### src/rtl/puf_sched_pkg.sv
// -----------------------------------------------------------------------------
// puf_pkg: shared types and constants for the PUF scheduler slice.
//   puf_sched_state_e : scheduler FSM states (IDLE, ISSUE, WAIT, RESP)
//   puf_req_t         : latched request (challenge + transaction ID)
//   PUF_TIMEOUT       : default watchdog limit in WAIT cycles
// The struct is sized by PUF_XLEN / TRANS_ID_BITS; instances of puf_sched
// must use XLEN <= PUF_XLEN and TID_W <= TRANS_ID_BITS.
// -----------------------------------------------------------------------------
package puf_pkg;

    localparam int TRANS_ID_BITS = 3;
    localparam int PUF_XLEN      = 64;
    localparam int PUF_TIMEOUT   = 255;

    typedef enum logic [1:0] {
        IDLE  = 2'd0,
        ISSUE = 2'd1,
        WAIT  = 2'd2,
        RESP  = 2'd3
    } puf_sched_state_e;

    typedef struct packed {
        logic [PUF_XLEN-1:0]      chal;
        logic [TRANS_ID_BITS-1:0] tid;
    } puf_req_t;

endpackage

### src/rtl/puf_sched_if.sv
// -----------------------------------------------------------------------------
// puf_sched_if: requester-side and core-side signals of the PUF scheduler.
//   slave  : the scheduler (takes requests, drives the core, returns results)
//   master : requesters plus the PUF core (drive requests / core handshake)
//
// Handshakes:
//   request  : req_valid_i[g] && req_ready_o[g] in the same cycle is an accept;
//              a requester holds valid/chal/tid until it sees its ready bit.
//   core     : core_valid_o && core_ready_i is the challenge handshake;
//              core_done_i is a one-cycle result strobe with core_resp_i.
//   response : rsp_valid_o[owner] is a one-cycle strobe, no backpressure;
//              rsp_data_o/rsp_tid_o/rsp_err_o are valid only alongside it.
// -----------------------------------------------------------------------------
interface puf_sched_if
    import puf_pkg::*;
#(
    parameter int NUM_REQ = 2,
    parameter int XLEN    = 64,
    parameter int TID_W   = TRANS_ID_BITS
);
    logic                            flush_i;
    logic [NUM_REQ-1:0]              req_valid_i;
    logic [NUM_REQ-1:0]              req_ready_o;
    logic [NUM_REQ-1:0][XLEN-1:0]    req_chal_i;
    logic [NUM_REQ-1:0][TID_W-1:0]   req_tid_i;
    logic [NUM_REQ-1:0]              rsp_valid_o;
    logic [XLEN-1:0]                 rsp_data_o;
    logic [TID_W-1:0]                rsp_tid_o;
    logic                            rsp_err_o;
    logic                            core_valid_o;
    logic                            core_ready_i;
    logic [XLEN-1:0]                 core_chal_o;
    logic                            core_done_i;
    logic [XLEN-1:0]                 core_resp_i;

    modport slave (
        input  flush_i, req_valid_i, req_chal_i, req_tid_i,
        input  core_ready_i, core_done_i, core_resp_i,
        output req_ready_o, rsp_valid_o, rsp_data_o, rsp_tid_o, rsp_err_o,
        output core_valid_o, core_chal_o
    );

    modport master (
        output flush_i, req_valid_i, req_chal_i, req_tid_i,
        output core_ready_i, core_done_i, core_resp_i,
        input  req_ready_o, rsp_valid_o, rsp_data_o, rsp_tid_o, rsp_err_o,
        input  core_valid_o, core_chal_o
    );

endinterface

### src/rtl/puf_sched_rr_arb.sv
// -----------------------------------------------------------------------------
// puf_rr_arb: combinational round-robin pick.
//   i_valid : request vector
//   i_mask  : 1 = requester blocked this cycle
//   i_ptr   : highest-priority index
//   o_grant : one-hot grant (zero when nothing eligible)
//   o_idx   : index of the granted requester
//   o_any   : some requester is granted
// -----------------------------------------------------------------------------
module puf_rr_arb
    import puf_pkg::*;
#(
    parameter  int NUM_REQ = 2,
    localparam int IDX_W   = $clog2(NUM_REQ)
) (
    input  logic [NUM_REQ-1:0] i_valid,
    input  logic [NUM_REQ-1:0] i_mask,
    input  logic [IDX_W-1:0]   i_ptr,
    output logic [NUM_REQ-1:0] o_grant,
    output logic [IDX_W-1:0]   o_idx,
    output logic               o_any
);
    logic [NUM_REQ-1:0]   w_elig;
    logic [NUM_REQ-1:0]   w_rot;
    logic [2*NUM_REQ-1:0] w_dbl;
    logic [IDX_W-1:0]     w_off;
    logic [IDX_W:0]       w_sum;

    always_comb begin
        w_elig = i_valid & ~i_mask;
        // Rotate so bit 0 is the requester at the pointer.
        w_dbl  = {w_elig, w_elig} >> i_ptr;
        w_rot  = w_dbl[NUM_REQ-1:0];
        w_off  = '0;
        for (int i = NUM_REQ - 1; i >= 0; i--) begin
            if (w_rot[i]) w_off = IDX_W'(i);
        end
        // Undo the rotation: index = (ptr + offset) mod NUM_REQ.
        w_sum = {1'b0, i_ptr} + {1'b0, w_off};
        if (w_sum >= (IDX_W+1)'(NUM_REQ)) w_sum = w_sum - (IDX_W+1)'(NUM_REQ);
        o_any   = |w_elig;
        o_idx   = w_sum[IDX_W-1:0];
        o_grant = '0;
        if (o_any) o_grant[o_idx] = 1'b1;
    end

endmodule

### src/rtl/puf_sched.sv
// -----------------------------------------------------------------------------
// puf_sched: round-robin scheduler sharing one PUF core among NUM_REQ agents.
//   clk_i, rst_i : clock, synchronous active-high reset
//   bus (slave)  : requests, responses and core handshake (puf_sched_if)
//   o_dbg_state  : current FSM state, for observation only
// Requester 0 is flushable via bus.flush_i; the others ignore flush.
// Optional feature macro: PUF_SCHED_TIMEOUT_EN builds the WAIT watchdog.
// -----------------------------------------------------------------------------
module puf_sched
    import puf_pkg::*;
#(
    parameter int NUM_REQ = 2,
    parameter int XLEN    = 64,
    parameter int TID_W   = TRANS_ID_BITS,
    parameter int TIMEOUT = PUF_TIMEOUT
) (
    input  logic             clk_i,
    input  logic             rst_i,
    puf_sched_if.slave       bus,
    output puf_sched_state_e o_dbg_state
);
    localparam int IDX_W = $clog2(NUM_REQ);

    puf_sched_state_e   r_state, w_next;
    logic [IDX_W-1:0]   r_ptr, r_owner;
    puf_req_t           r_req;
    logic               r_kill;
    logic [XLEN-1:0]    r_rsp_data;
    logic [TID_W-1:0]   r_rsp_tid;
    logic               r_rsp_err;

    logic [NUM_REQ-1:0] w_grant, w_req_ready, w_rsp_valid;
    logic [IDX_W-1:0]   w_gidx;
    logic               w_gany, w_flush0, w_core_valid, w_hs, w_timeout;

    // Flush only concerns the request currently owned by requester 0.
    assign w_flush0 = bus.flush_i && (r_owner == '0);
    assign w_hs     = w_core_valid && bus.core_ready_i;

    puf_rr_arb #(.NUM_REQ(NUM_REQ)) u_arb (
        .i_valid (bus.req_valid_i),
        .i_mask  (NUM_REQ'(bus.flush_i)),
        .i_ptr   (r_ptr),
        .o_grant (w_grant),
        .o_idx   (w_gidx),
        .o_any   (w_gany)
    );

`ifdef PUF_SCHED_TIMEOUT_EN
    localparam int CNT_W = $clog2(TIMEOUT + 1);
    logic [CNT_W-1:0] r_cnt, w_cnt_inc;

    // Timeout fires on the TIMEOUT-th WAIT cycle, so WAIT never exceeds it.
    assign w_cnt_inc = r_cnt + CNT_W'(1);
    assign w_timeout = (w_cnt_inc == CNT_W'(TIMEOUT));

    always_ff @(posedge clk_i) begin
        if (rst_i)                             r_cnt <= '0;
        else if (r_state == ISSUE && w_hs)     r_cnt <= '0;
        else if (r_state == WAIT)              r_cnt <= w_cnt_inc;
    end
`else
    // No watchdog: WAIT exits only on core_done_i; TIMEOUT has no effect.
    assign w_timeout = 1'b0 && (TIMEOUT > 0);
`endif

    // State register
    always_ff @(posedge clk_i) begin
        if (rst_i) r_state <= IDLE;
        else       r_state <= w_next;
    end

    // Next-state logic
    always_comb begin
        w_next = r_state;
        case (r_state)
            IDLE:  if (w_gany) w_next = ISSUE;
            ISSUE: begin
                if (w_flush0)              w_next = IDLE;
                else if (bus.core_ready_i) w_next = WAIT;
            end
            WAIT:  if (bus.core_done_i || w_timeout) w_next = RESP;
            RESP:  w_next = IDLE;
            default: w_next = IDLE;
        endcase
    end

    // Output logic; a flushed owner-0 request never handshakes or responds.
    always_comb begin
        w_req_ready  = '0;
        w_rsp_valid  = '0;
        w_core_valid = 1'b0;
        if (!rst_i) begin
            if (r_state == IDLE)  w_req_ready  = w_grant;
            if (r_state == ISSUE) w_core_valid = !w_flush0;
            if (r_state == RESP && !r_kill && !w_flush0) w_rsp_valid[r_owner] = 1'b1;
        end
    end

    // Request latch, kill flag, pointer and registered response fields
    always_ff @(posedge clk_i) begin
        if (rst_i) begin
            r_ptr      <= '0;
            r_owner    <= '0;
            r_req      <= '0;
            r_kill     <= 1'b0;
            r_rsp_data <= '0;
            r_rsp_tid  <= '0;
            r_rsp_err  <= 1'b0;
        end else begin
            case (r_state)
                IDLE: if (w_gany) begin
                    r_owner    <= w_gidx;
                    r_req.chal <= PUF_XLEN'(bus.req_chal_i[w_gidx]);
                    r_req.tid  <= TRANS_ID_BITS'(bus.req_tid_i[w_gidx]);
                    r_kill     <= 1'b0;
                end
                WAIT: begin
                    if (w_flush0) r_kill <= 1'b1;
                    // done has priority over a same-cycle timeout
                    if (bus.core_done_i) begin
                        r_rsp_data <= bus.core_resp_i;
                        r_rsp_tid  <= TID_W'(r_req.tid);
                        r_rsp_err  <= 1'b0;
                    end else if (w_timeout) begin
                        r_rsp_data <= '0;
                        r_rsp_tid  <= TID_W'(r_req.tid);
                        r_rsp_err  <= 1'b1;
                    end
                end
                RESP: begin
                    if (w_flush0) r_kill <= 1'b1;
                    r_ptr <= (r_owner == IDX_W'(NUM_REQ - 1)) ? '0 : r_owner + IDX_W'(1);
                end
                default: ;
            endcase
        end
    end

    assign bus.req_ready_o  = w_req_ready;
    assign bus.rsp_valid_o  = w_rsp_valid;
    assign bus.rsp_data_o   = r_rsp_data;
    assign bus.rsp_tid_o    = r_rsp_tid;
    assign bus.rsp_err_o    = r_rsp_err;
    assign bus.core_valid_o = w_core_valid;
    assign bus.core_chal_o  = XLEN'(r_req.chal);
    assign o_dbg_state      = r_state;

endmodule

### src/flat_wrapper.sv
// flat-port wrapper written by rule: the top's interface ports become plain ports
module puf_sched_flat import puf_pkg::*;
#(
    parameter int NUM_REQ = 2,
    parameter int XLEN    = 64,
    parameter int TID_W   = TRANS_ID_BITS,
    parameter int TIMEOUT = PUF_TIMEOUT
)
  (clk_i, rst_i, o_dbg_state, bus_flush_i, bus_req_valid_i, bus_req_chal_i, bus_req_tid_i, bus_core_ready_i, bus_core_done_i, bus_core_resp_i, bus_req_ready_o, bus_rsp_valid_o, bus_rsp_data_o, bus_rsp_tid_o, bus_rsp_err_o, bus_core_valid_o, bus_core_chal_o);
  puf_sched_if #(.NUM_REQ(NUM_REQ), .XLEN(XLEN), .TID_W(TID_W)) bus_i ();
  input  logic clk_i;
  input  logic rst_i;
  output puf_sched_state_e o_dbg_state;
  input wire logic [$bits(bus_i.flush_i)-1:0] bus_flush_i;
  input wire logic [$bits(bus_i.req_valid_i)-1:0] bus_req_valid_i;
  input wire logic [$bits(bus_i.req_chal_i)-1:0] bus_req_chal_i;
  input wire logic [$bits(bus_i.req_tid_i)-1:0] bus_req_tid_i;
  input wire logic [$bits(bus_i.core_ready_i)-1:0] bus_core_ready_i;
  input wire logic [$bits(bus_i.core_done_i)-1:0] bus_core_done_i;
  input wire logic [$bits(bus_i.core_resp_i)-1:0] bus_core_resp_i;
  output wire logic [$bits(bus_i.req_ready_o)-1:0] bus_req_ready_o;
  output wire logic [$bits(bus_i.rsp_valid_o)-1:0] bus_rsp_valid_o;
  output wire logic [$bits(bus_i.rsp_data_o)-1:0] bus_rsp_data_o;
  output wire logic [$bits(bus_i.rsp_tid_o)-1:0] bus_rsp_tid_o;
  output wire logic [$bits(bus_i.rsp_err_o)-1:0] bus_rsp_err_o;
  output wire logic [$bits(bus_i.core_valid_o)-1:0] bus_core_valid_o;
  output wire logic [$bits(bus_i.core_chal_o)-1:0] bus_core_chal_o;
  assign bus_i.flush_i = bus_flush_i;
  assign bus_i.req_valid_i = bus_req_valid_i;
  assign bus_i.req_chal_i = bus_req_chal_i;
  assign bus_i.req_tid_i = bus_req_tid_i;
  assign bus_i.core_ready_i = bus_core_ready_i;
  assign bus_i.core_done_i = bus_core_done_i;
  assign bus_i.core_resp_i = bus_core_resp_i;
  assign bus_req_ready_o = bus_i.req_ready_o;
  assign bus_rsp_valid_o = bus_i.rsp_valid_o;
  assign bus_rsp_data_o = bus_i.rsp_data_o;
  assign bus_rsp_tid_o = bus_i.rsp_tid_o;
  assign bus_rsp_err_o = bus_i.rsp_err_o;
  assign bus_core_valid_o = bus_i.core_valid_o;
  assign bus_core_chal_o = bus_i.core_chal_o;
  puf_sched #(.NUM_REQ(NUM_REQ), .XLEN(XLEN), .TID_W(TID_W), .TIMEOUT(TIMEOUT)) u_core (.clk_i(clk_i), .rst_i(rst_i), .bus(bus_i), .o_dbg_state(o_dbg_state));
endmodule
### config.mk
export PLATFORM = sky130hd
export DESIGN_NAME = puf_sched_flat
export DESIGN_NICKNAME = d
export VERILOG_FILES = /design/src/rtl/puf_sched_pkg.sv /design/src/rtl/puf_sched_if.sv /design/src/rtl/puf_sched_rr_arb.sv /design/src/rtl/puf_sched.sv /design/src/flat_wrapper.sv
export SDC_FILE = /design/constraint.sdc
export NUM_CORES = 1
export LEC_CHECK = 0
export ABC_AREA = 1
export BUFFER_PORTS_ARGS = -buffer_cell sky130_fd_sc_hd__buf_2
export CORE_AREA = 2 2 132 134
export DETAILED_ROUTE_END_ITERATION = 12
export DIE_AREA = 0 0 134 136
export HOLD_SLACK_MARGIN = 0.05
export MAX_ROUTING_LAYER = met4
export PLACE_DENSITY = 0.7
export SLEW_MARGIN = 20
export SYNTH_ARGS = -nofsm -noshare
export SYNTH_HDL_FRONTEND = slang
export SYNTH_SLANG_ARGS = --single-unit
### constraint.sdc
create_clock -name clk_i -period 1.8 [get_ports clk_i]
set_clock_uncertainty 0.05 [all_clocks]
set_input_delay 0.18 -clock clk_i [delete_from_list [all_inputs] [get_ports clk_i]]
set_output_delay 0.18 -clock clk_i [all_outputs]
set_load 0.01 [all_outputs]
==> results of run 1 <==
==> critical path, delay by kind of cell (launching register included) <==
kind          cells  cell delay, ns
simple gates      4            0.59
flops             1            0.38
buf+inv           1            0.14
==> cells in the mapped netlist <==
| cell | count | area share, % |
|---|---|---|
| nor2_1 | 8 | 0.47 |
| a311oi_1 | 1 | 0.14 |
| inv_1 | 109 | 6.4 |
| nor4_1 | 1 | 0.099 |
| nor3_1 | 1 | 0.079 |
| nor3_4 | 1 | 0.26 |
| nor3_2 | 1 | 0.16 |
| a21oi_1 | 70 | 5.5 |
| buf_1 | 3 | 0.18 |
| nand2_2 | 1 | 0.099 |
| a22oi_1 | 1 | 0.12 |
| buf_4 | 68 | 8.0 |
| nand3_1 | 120 | 9.5 |
| nand3b_1 | 1 | 0.12 |
| buf_2 | 27 | 2.1 |
| nor2_4 | 1 | 0.18 |
| nand2_1 | 195 | 12 |
| dfxtp_1 | 139 | 44 |
| buf_6 | 1 | 0.18 |
| clkbuf_1 | 27 | 1.6 |
| inv_2 | 2 | 0.12 |
| nand4_1 | 36 | 3.5 |
| nand3_2 | 1 | 0.16 |
| conb_1 | 1 | 0.059 |
| nand2_4 | 1 | 0.18 |
| o21ai_0 | 67 | 5.3 |
==> state kept, by name (all words and copies together) (netlist names), named ones only <==
| register | cells |
|---|---|
| u_core.r_ptr | 1 |
| u_core.bus.rsp_data_o | 64 |
| u_core.r_owner | 1 |
| u_core.bus.core_chal_o | 64 |
| u_core.r_req | 3 |
| u_core.o_dbg_state | 1 |
| u_core.r_kill | 1 |
| u_core.bus.rsp_tid_o | 3 |
==> what timing repair did <==
item                       4_1_cts  5_1_grt
pin swaps                        1        5
hold endpoints to repair       131        0
setup endpoints to repair        4        3
gates resized for setup          5        5
buffers inserted                 1        7
hold buffers                   165        0
gates cloned                     0        0
==> how the worst max path moves through the flow <==
| stage | end | slack, ns | start | cells past startpoint |
|---|---|---|---|---|
| 3_5_place_dp | u_core.bus.rsp_data_o[24]$_SDFFE_PP0P_ | 0.16 | register | 4 |
| 3_3_place_gp | u_core.bus.rsp_data_o[49]$_SDFFE_PP0P_ | 0.21 | register | 4 |
| 2_1_floorplan | u_core.bus.core_chal_o[29]$_SDFFE_PP0P_ | 0.35 | register | 8 |
| 6_report | bus_rsp_valid_o[1] | 0.05 | u_core.r_owner$_SDFFE_PP0P_ | 5 |
| 5_1_grt | bus_rsp_valid_o[1] | -0.05 | u_core.o_dbg_state[0]$_SDFFE_PP0P_ | 5 |
| 4_1_cts | bus_rsp_valid_o[0] | -0.03 | u_core.o_dbg_state[0]$_SDFFE_PP0P_ | 5 |
==> through the flow <==
stage               setup WS [ns]  power (mW)  utilization, %  hold WS, ns
finish                     0.0482        8.60            60.4       0.0470
global route              -0.0480        8.97            60.4       0.0618
CTS                       -0.0268        8.63            60.1       0.0501
detailed placement          0.160        4.69            46.6        0.329
global placement            0.208        4.68            46.6        0.323
floorplan                   0.351        4.27               -        0.240
==> power breakdown <==
group,leakage (nW),internal (mW),switching (mW)
sequential,1.13,3.26,0.107
clock,0.287,2.10,1.53
combinational,3.76,0.786,0.823
==> routing by layer <==
| layer | GRT usage [%] | wire length (um) |
|---|---|---|
| met1 | 27.1 | 9140 |
| met2 | 42.8 | 11600 |
| met3 | 6.52 | 1840 |
| met4 | 11.9 | 731 |
| met5 | - | 0 |
==> logic make-up (layout without fill, tap and decap cells) <==
group	Yosys count	in the layout
AO/OA/AOI/OAI	139	139
buffers and inverters	237	681
flip-flops	139	139
other	1	2
AND/OR/NAND/NOR	368	368
==> placed cells by master (no fill, tap or decap), types with 2 or more instances in the layout <==
cell           synthesis  final
buf_2                 27    342
nand2_1              195    195
dlygate4sd3_1          0    164
dfxtp_1              139    136
nand3_1              120    120
inv_1                109    108
a21oi_1               70     70
o21ai_0               67     67
nand4_1               36     36
buf_4                 68     24
clkbuf_16              0     17
buf_12                 0      7
nor2_1                 8      6
inv_6                  0      5
clkinvlp_4             0      4
dfxtp_4                0      3
inv_8                  0      3
nor2_4                 1      2
nor3_4                 1      2
bufinv_16              0      2
clkinv_4               0      2
==> final cells by class <==
cell class	count	share of cell area (%)
clock buffer	17	4.17
multi-input combinational	508	23.7
clock inverter	15	1.74
antenna	1	0.0245
timing repair buffer	538	36.1
sequential	139	27.4
tap	225	2.76
inverter	111	4.15
==> reports/qor.yml, run 1 <==
vias_per_cell: 4.80
fin_setup_tns_ns: 0
antenna_left: 0
worstHoldStart: "rst_i"
r2r_slack_ns: 0.22
wl_per_cell_um: 15.0
dpl_cell_area_sq_um: 7860
drt_iter0_drc: 425
synthCells: 884
crit_required_ns: 1.57
drt_first_pass_iters: 4
stdcell_count: 1554
ir_drop_v: 0.000625
clkSlewWorstSetupHoldPaths_ns: 0.06
layout.nets: 1520
clock_sinks: 139
die_w_um: 134
yosysWarnings: 0
power_density_nw_per_um2: 844
clk_path_buf_depth: 2
final_area_sq_um: 10200
num_vias: 7463
fillers: 1423
hp-class: "in2reg"
antenna_found_initial: 0
crit_type: "reg2out"
clk_latency_ns: 0.41
r2r_cells: 6
synth_top_family_by_area: "simple AND/OR/NAND/NOR gates"
die_height_um: 136
grt_overflow_total: 0
cts_tree: "done"
holdPathStages: 2
avgSynthCellArea_sq_um: 7.18
cts_root_buf: "clkbuf_16"
min_period_ns: 1.75
max_cap_violations: 0
route.detailed.drc: 0
synth_xor_area_share_pct: 0
gp_congestion: 0.849
rows: 48
end_kind: "primary output"
dieArea_sq_um: 18200
worstPathMaxFanout: 5
yosysSeqAreaShare_pct: 43.8
synth-simple-area-share_pct: 26.3
core_area_sq_um: 16900
max_freq_ghz: 0.571
start_util_pct: 37.6
muxShareOfSynthArea_pct: 0
slew_violations: 0
io_buffers: 342
grt_pass1_vias: 7313
setup_viol: 0
io_pins: 344
drt_wl_total_um: 23300
ys_ff_latch: 139
syn_to_final_growth_pct: 60.7
grt_max_degree: 56
dp.cells: 1349
synth_compound_gate_area_share_pct: 11.1
syn-num-nets: 1089
grt_first_pass_wirelength_um: 35300
r2r-start: "u_core.o_dbg_state[0]$_SDFFE_PP0P_"
synth.cell_area_sq_um: 6350
dp_hpwl_um: 13800
drive_gt1_share_pct: 31.7
arrival_ns: 1.52
slowest_stage: "dfxtp_4"
rsz0062_at_grt: "yes"
synth_fa_ha_area_share_pct: 0
fin_crit_sh_pct: 97.3
yosysUniqueCellTypes: 26
status: "finished, final reports clean"
htreeDepth: 4
startpoint_type: "register"
p_leak_nw: 5.18
multiInputGateArea_sq_um: 2420
seqCellArea_sq_um: 2790
r2r_end: "u_core.bus.rsp_data_o[28]$_SDFFE_PP0P_"
grt.total_usage_pct: 25.0
cts_buffers: 17
critical-path-max-stage-delay_ns: 0.38
finalHoldViolCount: 0
crit_path_cell_trace: "nor2_2 -> nor4_4 -> nand2_1 -> nor2_1 -> buf_2"
No activity file was read; power rests on OpenSTA's default activity.
==> run 2: changes to the inputs <==
==> constraint.sdc (replaced) <==
create_clock -name clk_i -period 2.2 [get_ports clk_i]
set_clock_uncertainty 0.05 [all_clocks]
set_input_delay 0.22 -clock clk_i [delete_from_list [all_inputs] [get_ports clk_i]]
set_output_delay 0.22 -clock clk_i [all_outputs]
set_load 0.01 [all_outputs]
==> run 2 against run 1 <==
Non-clock buffer count shrank 60; sequential share of layout area grew 1.5 points; global-route usage shrank 1.8 points; worst hold slack gained 0.0055 ns; critical path type is now reg2reg; routed wire length shrank 8.6%; power shrank 17%; die area is the same; combinational power shrank 24%.
==> reports/qor.yml, run 2 (same netlist as run 1, synthesis figures left out) <==
status: "finished, final reports clean"
syn_to_final_growth_pct: 51.7
worstPathMaxFanout: 10
fillers: 1496
antenna_left: 0
htreeDepth: 4
core_area_sq_um: 16900
cts_buffers: 17
power_switching_mw: 1.91
grt_first_pass_wirelength_um: 32600
crit_path_cell_trace: "nor3_4 -> nand2_1 -> nor2_4 -> buf_4 -> nand2_1 -> nand3_1 -> dlygate4sd3_1"
worstMarginPinSlew_ns: 0.538
drt_first_pass_iters: 7
antenna_cells: 0
grt.total_usage_pct: 23.2
power_density_nw_per_um2: 737
slew_violations: 0
clk_path_buf_depth: 2
dp.cells: 1343
comb_power_share_pct: 17.3
arrival_ns: 2.35
drt_wl_total_um: 21300
cts_tree: "done"
end_kind: "register"
setup_viol: 0
critical-path-max-stage-delay_ns: 0.57
multiInputGateArea_sq_um: 2400
io_pins: 344
relSlewSlack_pct: 64.1
die_height_um: 136
grt_overflow_total: 0
max_cap_violations: 0
clock_sinks: 139
min_period_ns: 2.04
finalHoldViolCount: 0
route.detailed.drc: 0
die_w_um: 134
max_freq_ghz: 0.489
crit_type: "reg2reg"
hp-class: "in2reg"
num_vias: 7093
dieArea_sq_um: 18200
layout_commonest_cell: "buf_2"
grt_pass1_vias: 6747
fin_crit_sh_pct: 92.9
layout.nets: 1460
vias_per_cell: 4.75
stdcell_count: 1493
antenna_found_initial: 0
io_buffers: 342
rsz0062_at_grt: "no"
switching_share_pct: 27.0
clkSlewWorstSetupHoldPaths_ns: 0.07
p_int_mw: 5.19
final_cell_mix: "342 x buf_2, 195 x nand2_1, 137 x dfxtp_1"
seqPwrFrac_pct: 38.8
rows: 48
gp_congestion: 0.821
p_leak_nw: 4.99
seqCellArea_sq_um: 2790
grt_max_degree: 60
drive_gt1_share_pct: 31.7
fin_setup_tns_ns: 0
ir_drop_v: 0.000476
start_util_pct: 37.6
drt_iter0_drc: 314
cp_common_cell: "nand2_1"
dp_hpwl_um: 13700
slowest_stage: "dlygate4sd3_1"
cts_root_buf: "clkbuf_16"
crit_required_ns: 2.51
clk_latency_ns: 0.41
pwr-share-clk_pct: 43.9
startpoint_type: "register"
wl_per_cell_um: 14.3
==> run 2: changes by cell type in the layout (fill, tap and decap cells not counted), moves of 3 or more <==
cell / change
clkinvlp_4: -4
dlygate4sd3_1: -46
dfxtp_4: -3
buf_4: -12
==> run 2: area by class of cell <==
| class | count | area share [%] |
|---|---|---|
| timing repair buffer | 478 | 32.2 |
| sequential | 139 | 28.9 |
| multi-input combinational | 508 | 25.0 |
| clock buffer | 18 | 4.46 |
| inverter | 111 | 4.35 |
| tap | 225 | 2.92 |
| clock inverter | 14 | 2.16 |
==> run 2: worst max-delay path: cells and delay by family, from the launching register on <==
kind                   cells  cell delay, ns
buffers and inverters      2            0.78
and+or+nand+nor            5            0.76
DFF                        1            0.40
==> run 2: final timing paths <==
check                                                       startpoint                                      end  slack [ns]  cells after the start
worst max-delay path                                          register  u_core.bus.core_chal_o[44]$_SDFFE_PP0P_        0.16                      7
worst min-delay path                                bus_core_resp_i[4]    u_core.bus.rsp_data_o[4]$_SDFFE_PP0P_        0.05                      3
worst max register to register                                register  u_core.bus.core_chal_o[44]$_SDFFE_PP0P_        0.16                      7
worst min register to register  u_core.bus.rsp_data_o[62]$_SDFFE_PP0P_   u_core.bus.rsp_data_o[62]$_SDFFE_PP0P_        0.39                      2
==> run 2: repair_timing <==
| action | CTS | global route |
|---|---|---|
| hold buffers | 118 | 0 |
| endpoints found under the hold margin | 96 | 0 |
| setup buffers | 0 | 0 |
| gates resized for setup | 0 | 3 |
| setup endpoints to repair | 0 | 23 |
==> run 2: power groups by stage <==
stage	logic [mW]	registers (mW)	clock network, mW
after floorplan	0.692	2.80	0
after global placement	1.02	2.80	0
after detailed placement	1.02	2.80	0
after CTS	1.21	2.75	3.19
after global routing	1.35	2.77	3.29
final	1.23	2.75	3.12
==> run 2: through the flow <==
| stage | hold slack (ns) | setup WS (ns) | total power, mW | area [sq um] | utilization, % |
|---|---|---|---|---|---|
| 2_1_floorplan | 0.280 | 0.751 | 3.50 | 6350 | - |
| 3_3_place_gp | 0.363 | 0.505 | 3.82 | 7800 | 46.2 |
| 3_5_place_dp | 0.369 | 0.469 | 3.83 | 7800 | 46.2 |
| 4_1_cts | 0.0510 | 0.0209 | 7.15 | 9620 | 57.0 |
| 5_1_grt | 0.0758 | 0.0206 | 7.41 | 9630 | 57.1 |
| 6_report | 0.0525 | 0.156 | 7.10 | 9630 | 57.1 |
==> run 2: layer usage <==
metal | up-vias | global-route usage [%] | wire, um
met5 | - | - | 0
met4 | 0 | 11.6 | 804
met3 | 60 | 6.23 | 1630
met2 | 339 | 39.1 | 10400
met1 | 3164 | 25.2 | 8460
li1 | 3530 | - | -
